===== config.mk =====
export PLATFORM = sky130hd
export DESIGN_NAME = esm_fetch_queue
export DESIGN_NICKNAME = d
export VERILOG_FILES = /design/src/rtl/esm_pkg.sv /design/src/rtl/esm_fq_decode.sv /design/src/rtl/esm_fetch_queue.sv
export SDC_FILE = /design/constraint.sdc
export NUM_CORES = 1
export LEC_CHECK = 0
export CAP_MARGIN = 20
export CORE_UTILIZATION = 55
export DETAILED_ROUTE_END_ITERATION = 8
export DONT_BUFFER_PORTS = 1
export GPL_TIMING_DRIVEN = 0
export PLACE_DENSITY = 0.7
export SLEW_MARGIN = 20
export SYNTH_ARGS = -nofsm -noshare
export SYNTH_HDL_FRONTEND = slang
export SYNTH_SLANG_ARGS = --single-unit

===== constraint.sdc =====
create_clock -name clk -period 7.3 [get_ports clk]
set_clock_uncertainty 0.1 [all_clocks]
set_input_delay 1.095 -clock clk [delete_from_list [all_inputs] [get_ports clk]]
set_output_delay 1.095 -clock clk [all_outputs]
set_load 0.005 [all_outputs]

===== src/rtl/esm_pkg.sv =====
// Shared opcode constants, NOP encoding and per-entry decode record for the
// ESM fetch queue.
package esm_pkg;

  localparam logic [6:0] OP_R      = 7'b0110011;
  localparam logic [6:0] OP_IMM    = 7'b0010011;
  localparam logic [6:0] OP_LOAD   = 7'b0000011;
  localparam logic [6:0] OP_STORE  = 7'b0100011;
  localparam logic [6:0] OP_BRANCH = 7'b1100011;
  localparam logic [6:0] OP_JAL    = 7'b1101111;
  localparam logic [6:0] OP_JALR   = 7'b1100111;
  localparam logic [6:0] OP_LUI    = 7'b0110111;
  localparam logic [6:0] OP_AUIPC  = 7'b0010111;

  localparam logic [31:0] ESM_NOP = 32'h0000_0013;

  typedef struct packed {
    logic alu_src;
    logic reg_write;
    logic illegal;
  } fq_dec_t;

endpackage


===== src/rtl/esm_fq_decode.sv =====
// Combinational opcode decode into the {ALUSrc, RegWrite, illegal} record
// stored alongside each queued instruction.
module esm_fq_decode
  import esm_pkg::*;
(
  input  logic [6:0] opcode,
  output fq_dec_t    dec
);

  always_comb begin
    // NOTE: every output gets a default before the case so no path infers a latch.
    dec = '{alu_src: 1'b0, reg_write: 1'b0, illegal: 1'b0};
    unique case (opcode)
      OP_R:                                  dec.reg_write = 1'b1;
      OP_IMM, OP_LOAD, OP_JALR,
      OP_JAL, OP_LUI, OP_AUIPC:              dec = '{alu_src: 1'b1, reg_write: 1'b1, illegal: 1'b0};
      OP_STORE:                              dec.alu_src   = 1'b1;
      OP_BRANCH:                             ;
      default:                               dec.illegal   = 1'b1;
    endcase
  end

endmodule


===== src/rtl/esm_fetch_queue.sv =====
// Instruction front-end FIFO feeding the ESM scheduling core; decode is done at
// push time. Optional same-cycle empty-queue bypass under ESM_FQ_BYPASS_EN.
module esm_fetch_queue
  import esm_pkg::*;
#(
  parameter int Instr_word_size = 32,
  parameter int FQ_DEPTH        = 8
) (
  input  logic                         clk,
  input  logic                         rst,
  input  logic                         flush,
  input  logic                         in_valid,
  output logic                         in_ready,
  input  logic [Instr_word_size-1:0]   in_instr,
  input  logic                         out_ready,
  output logic                         out_valid,
  output logic [Instr_word_size-1:0]   Instr_out,
  output logic                         ALUSrc,
  output logic                         RegWrite,
  output logic                         illegal,
  output logic [$clog2(FQ_DEPTH):0]    count
);

  localparam int PW = $clog2(FQ_DEPTH);
  localparam int CW = PW + 1;
  localparam logic [CW-1:0] FULL_CNT = CW'(FQ_DEPTH);

  typedef struct packed {
    logic [Instr_word_size-1:0] instr;
    fq_dec_t                    dec;
  } entry_t;

  entry_t        mem [FQ_DEPTH];
  logic [PW-1:0] wr_ptr, rd_ptr;
  logic [CW-1:0] cnt;
  fq_dec_t       push_dec;
  logic          empty, full, bypass, push, pop;

  esm_fq_decode u_decode (
    .opcode (in_instr[6:0]),
    .dec    (push_dec)
  );

  assign empty    = (cnt == '0);
  assign full     = (cnt == FULL_CNT);
  assign in_ready = !full;
  assign count    = cnt;

`ifdef ESM_FQ_BYPASS_EN
  assign bypass = empty && in_valid && out_ready;
`else
  assign bypass = 1'b0;
`endif

  // A bypassed instruction is consumed directly and never occupies a slot.
  assign push = in_valid && in_ready && !bypass;
  assign pop  = !empty && out_ready;

  always_ff @(posedge clk) begin
    if (rst || flush) begin
      wr_ptr <= '0;
      rd_ptr <= '0;
      cnt    <= '0;
    end else begin
      if (push) wr_ptr <= wr_ptr + PW'(1);
      if (pop)  rd_ptr <= rd_ptr + PW'(1);
      unique case ({push, pop})
        2'b10:   cnt <= cnt + CW'(1);
        2'b01:   cnt <= cnt - CW'(1);
        default: ;
      endcase
    end
  end

  // NOTE: storage has no reset; count/out_valid gate every read of stale entries.
  always_ff @(posedge clk) begin
    if (push) mem[wr_ptr] <= '{instr: in_instr, dec: push_dec};
  end

  always_comb begin
    out_valid = 1'b0;
    Instr_out = Instr_word_size'(ESM_NOP);
    ALUSrc    = 1'b0;
    RegWrite  = 1'b0;
    illegal   = 1'b0;
    if (bypass) begin
      out_valid = 1'b1;
      Instr_out = in_instr;
      ALUSrc    = push_dec.alu_src;
      RegWrite  = push_dec.reg_write;
      illegal   = push_dec.illegal;
    end else if (!empty) begin
      out_valid = 1'b1;
      Instr_out = mem[rd_ptr].instr;
      ALUSrc    = mem[rd_ptr].dec.alu_src;
      RegWrite  = mem[rd_ptr].dec.reg_write;
      illegal   = mem[rd_ptr].dec.illegal;
    end
  end

endmodule

==> metrics <==
GRT Resource Usage Total=21.6%; core region area=20200 sq um; PD cells=262 nW/um^2; CTS H-tree depth=1; DIE AREA=21200 sq um; clk_lat worst skew=0.54 ns; post-CTS setup buffer count=0; drt pass-1 iters=4; switching pwr=675 uW; Critical Path End Type=primary output; number of antenna violations at the first check in global routing=0; Final Net Count=640; leakage=4.05 nW; sequential fraction of the synthesis area=76.3%; IO Count=78; clk slew on worst S/H paths=0.06 ns; Sw Ratio=19.9%; Synthesized Nets=579; fraction of registers with async set/reset=0%; Post-Syn Area=11400 sq um; CTS tree=done; critical path cell sequence=clkbuf_2 -> clkbuf_1 -> mux4_2 -> mux2i_1 -> nor2_1; Gate power share=3.4%; initial drt markers=390; post-synthesis cell count=537; vias in the first global route=5652; fin crit period=3.57 ns; fin. max-slew vios=0; Yosys reg bits=293; Hold WS=0.424 ns; max-cap violation count=0; Peak Freq=0.280 GHz; critical path launch point type=flop; Crit-path slowest cell=clkbuf_1; maximum clock path buffer count=3; Num CTS Buffers=29; Post-DP HPWL=14.5 mm; die width=146 microns; die height=146 microns; commonest non-fill, non-tap cell in the layout=edfxtp_1; top_reg_cell synth=edfxtp_1; n_diodes=0; Post-CTS Hold Buffers=0; TNS Setup=0 ns; Worst path max stage delay=0.57 ns; clock share of power=41.2%; Rows=52; RR Startpoint=count[1]; Peak VDD IR=0.199 mV; largest net degree at the start of global routing=21; via count=5287; flop2flop setup slack=4.30 ns; worst path arrival time=2.37 ns; post-route ant nets=0; WL/cell=24.7 microns; Sink Count=293; most used cells in the layout excluding fill and tap cells=edfxtp_1 (280), mux4_2 (70), nor2_1 (44), mux2i_1 (36), clkbuf_16 (29); Critical path buffers and inverters=2; post-CTS sizing=0; initial core utilization=56.1%; Routed WL=22.0 mm; via/cell ratio=5.93; HP Class=flop to flop; Crit path required time=6.11 ns; Crit Path Class=flop to primary output; DRC Markers=0; final hold vios=0; Layout area overhead=13.9%; Syn Area/Cell=21.1 sq um; RSZ-0062 raised after global routing=no; layout cell share with drive strength beyond 1=27.1%; min-delay src=rd_ptr[1]; Power Internal=2.71 mW; Worst-Margin Slew=0.919 ns; first-pass GRT wire length=33.5 mm; Slew Limit Headroom=38.8%; I/O Buffers=0; yosys warns=0; Final period util=48.9%; family with the most delay on the worst path=buffers and inverters; EDFF count, synth=280; RePlAce Congestion=0.756; CTS root buffer=clkbuf_16; status=finished, final reports clean; grt ovf=0; Seq pwr share=55.3%; Worst Path Max Fanout=10; count of cell types in the netlist=36; Setup Viol. Count Final=0
## through the flow
stage | setup WS [ns] | utilization (%) | instance area, sq um | power [mW] | instances
2_1_floorplan | 2.19 | - | 11400 | 1.99 | 537
3_3_place_gp | -1.21 | 57.8 | 11700 | 2.02 | 807
3_5_place_dp | 4.25 | 59.4 | 12000 | 2.03 | 837
4_1_cts | 3.70 | 63.9 | 12900 | 3.41 | 891
5_1_grt | 3.61 | 63.9 | 12900 | 3.49 | 891
6_report | 3.73 | 63.9 | 12900 | 3.39 | 891
## power groups by stage
stage | registers, mW | logic [mW] | clock network (mW)
after floorplan | 1.91 | 0.0828 | 0
after detailed placement | 1.91 | 0.119 | 0
after global routing | 1.87 | 0.128 | 1.49
after global placement | 1.91 | 0.110 | 0
final | 1.87 | 0.117 | 1.40
after CTS | 1.87 | 0.119 | 1.42
## state kept, by name, indices dropped and copies added, names as in the netlist, named ones only
| signal | count |
|---|---|
| mem | 280 |
| count | 4 |
| wr_ptr | 3 |
| rd_ptr | 3 |
## synthesized netlist by cell type (all sizes together), types with 2 or more instances
| cell type | number | share of area (%) |
|---|---|---|
| buf | 14 | 0.63 |
| nand2b | 4 | 0.22 |
| a2111oi | 2 | 0.15 |
| mux2i | 36 | 3.2 |
| mux4 | 70 | 14 |
| ha | 5 | 0.55 |
| nand2 | 11 | 0.51 |
| a21oi | 7 | 0.34 |
| nor4 | 3 | 0.30 |
| nand3 | 6 | 0.26 |
| clkbuf | 12 | 0.41 |
| edfxtp | 280 | 74 |
| nor3 | 4 | 0.18 |
| dfxtp | 13 | 2.3 |
| o21ai | 2 | 0.088 |
| inv | 2 | 0.066 |
| a21o | 2 | 0.13 |
| nor2 | 47 | 1.6 |
| xor2 | 7 | 0.54 |
## path summary, 6_finish.rpt
| kind | end | cells past startpoint |
|---|---|---|
| worst min register to register | flop | 2 |
| worst max-delay path | Instr_out[9] | 5 |
| worst min-delay path | flop | 2 |
| worst max register to register | count[3] | 9 |
## worst reg2reg max path: stages, from the launching register on
cell and delay, ns:
dfxtp_1 0.42, nor4_4 0.61, inv_2 0.19, nand2_1 0.17, inv_1 0.09, ha_1 0.27
buf_1 0.18, a2111oi_0 0.61, o31ai_1 0.16, o41ai_1 0.09
## per-layer routing
metal	up-vias	part of all wire, %	wire, microns	global-route usage [%]
met5	-	0	0	0
met4	0	2.1	458	5.47
met3	35	6.6	1440	5.36
met2	162	54	11900	38.4
met1	2766	37	8220	26.4
li1	2324	-	-	-
## kinds of logic (layout without fill, tap and decap cells)
logic type | after synthesis | count (layout) | synth area share (%)
DFF | 293 | 293 | 76.3
muxes | 106 | 106 | 17.1
and+or+nand+nor | 82 | 82 | 3.49
buffers and inverters | 28 | 112 | 1.10
AOI/OAI and AO/OA | 16 | 16 | 0.926
xor gates and xnor gates | 7 | 7 | 0.540
adders and majority gates | 5 | 5 | 0.551
## layout make-up
cell class              count  area (sq um)
well taps                 270           338
clock buffers              32           737
multi-input cells         216          2610
clock inverters            22           168
inverters                   2          7.51
flip-flops and latches    293          8670
fillers                  1355          7300
plain buffers              26           118
repair buffers             30           287
(Power assumes the default switching activity.)
==> RTL edit (same flow settings) <==
The parameter `Instr_word_size` goes from 32 to 64.
--- a/src/rtl/esm_fetch_queue.sv
+++ b/src/rtl/esm_fetch_queue.sv
@@ -3,7 +3,7 @@
 module esm_fetch_queue
   import esm_pkg::*;
 #(
-  parameter int Instr_word_size = 32,
+  parameter int Instr_word_size = 64,
   parameter int FQ_DEPTH        = 8
 ) (
   input  logic                         clk,
Ports: changed (resized Instr_out and in_instr); port bits go from 78 to 142. The function was not compared with the original's and may differ.
==> RTL edit against the original RTL <==
Wire length up 90%; final area up 86%; sequential cell count up 256; total power up 87%; sequential power up 88%; critical path type unchanged; synthesized area up 85%; largest power group unchanged; setup slack worse by 0.30 ns.
==> RTL edit: results (changes against the original RTL) <==
metric	value	unit	change
drt pass-1 iters	5		was 4
DRT iter0 DRCs	684		was 390
pre-CTS setup slack	3.91	ns	was 4.25 ns
CTS H-Tree Depth	2		was 1
DPL Wire Length	26700	um	was 14500 um
R2R setup slack	4.18	ns	was 4.30 ns
CP arrival	2.68	ns	was 2.37 ns
met1 usage	0.313		was 0.264
slowest CP cell	buf_1		was clkbuf_1
Post-synth EDFFs	536		was 280
Global Route Usage Sum	0.222		was 0.216
via count of the first global-routing pass	9905		was 5652
sequential cell area	0.0164	mm2	was 0.00867 mm2
NetSw	1.24	mW	was 0.675 mW
Syn Nets	1017		was 579
Avg Cell Area, Syn	22.3	um2	was 21.1 um2
first-pass GRT wire length	62100	um	was 33500 um
Clk power	2.61	mW	was 1.40 mW
post-synthesis sequential area ratio	0.777		was 0.763
wire length per cell	26.0	um	was 24.7 um
Area after DPL	0.0224	mm2	was 0.0120 mm2
fraction of area in multi-input gates	0.186		was 0.202
worst rel slew slack	0.386		was 0.388
status	completed		unchanged
max reg flops	536		was 280
met3 GRT Util	0.0563		was 0.0536
fin nets	1130		was 640
sequential share of power	0.555		was 0.553
FFs & Latches	549		was 293
Num CTS Buffers	53		was 29
CP peak stage delay	0.54	ns	was 0.57 ns
global placement routability congestion	0.714		was 0.756
Commonest cells post-synth	edfxtp_1 (536), mux4_2 (134), nor2_1 (79)		was edfxtp_1 (280), mux4_2 (70), nor2_1 (47)
multi-input logic cell count	344		was 216
buffering overhead	0.0378		was 0.0312
RR Endpoint	mem[4][33]		was count[3]
Cells after DPL	1512		was 837
==> RTL edit: cell types whose count changed in the layout (fill, tap and decap cells not counted), moves of 4 or more <==
cell | before | now
buf_6 | 2 | 20
nor2_1 | 44 | 76
clkbuf_16 | 29 | 55
buf_2 | 15 | 21
clkbuf_1 | 14 | 27
mux2i_1 | 36 | 68
clkinvlp_4 | 5 | 0
clkinv_1 | 7 | 15
buf_4 | 19 | 36
mux4_2 | 70 | 134
buf_12 | 1 | 5
edfxtp_1 | 280 | 536
==> RTL edit: logic make-up after synthesis <==
| logic type | count (synthesis) | share of synthesized area |
|---|---|---|
| xor+xnor | 7 | 0.00291 |
| fa+ha+maj | 5 | 0.00297 |
| flops | 549 | 0.777 |
| buf+inv | 50 | 0.0130 |
| mux | 202 | 0.176 |
| simple gates | 114 | 0.0237 |
| compound gates | 16 | 0.00481 |
==> RTL edit: metal layers <==
| layer | wire [um] | vias to the layer above |
|---|---|---|
| met4 | 958 | 0 |
| li1 | - | 4130 |
| met3 | 3160 | 67 |
| met5 | 0 | - |
| met2 | 20000 | 307 |
| met1 | 17700 | 5033 |
==> RTL edit: how the worst max path moves through the flow <==
stage / from / to / slack (ns) / cells past startpoint
floorplan: in_valid / mem[4][0] / 0.84 / 2
global placement: in_valid / mem[4][36] / -3.99 / 2
detailed placement: in_valid / mem[4][23] / 3.91 / 7
CTS: count[1] / Instr_out[5] / 3.36 / 4
global route: count[1] / Instr_out[3] / 3.28 / 4
finish: count[1] / Instr_out[3] / 3.43 / 4
==> RTL edit: stage by stage <==
stage	util	power (mW)	setup TNS, ns
after floorplan	-	3.73	0
after global placement	0.576	3.79	-1208.82
after detailed placement	0.595	3.80	0
after CTS	0.638	6.38	0
after global routing	0.638	6.52	0
final	0.638	6.33	0
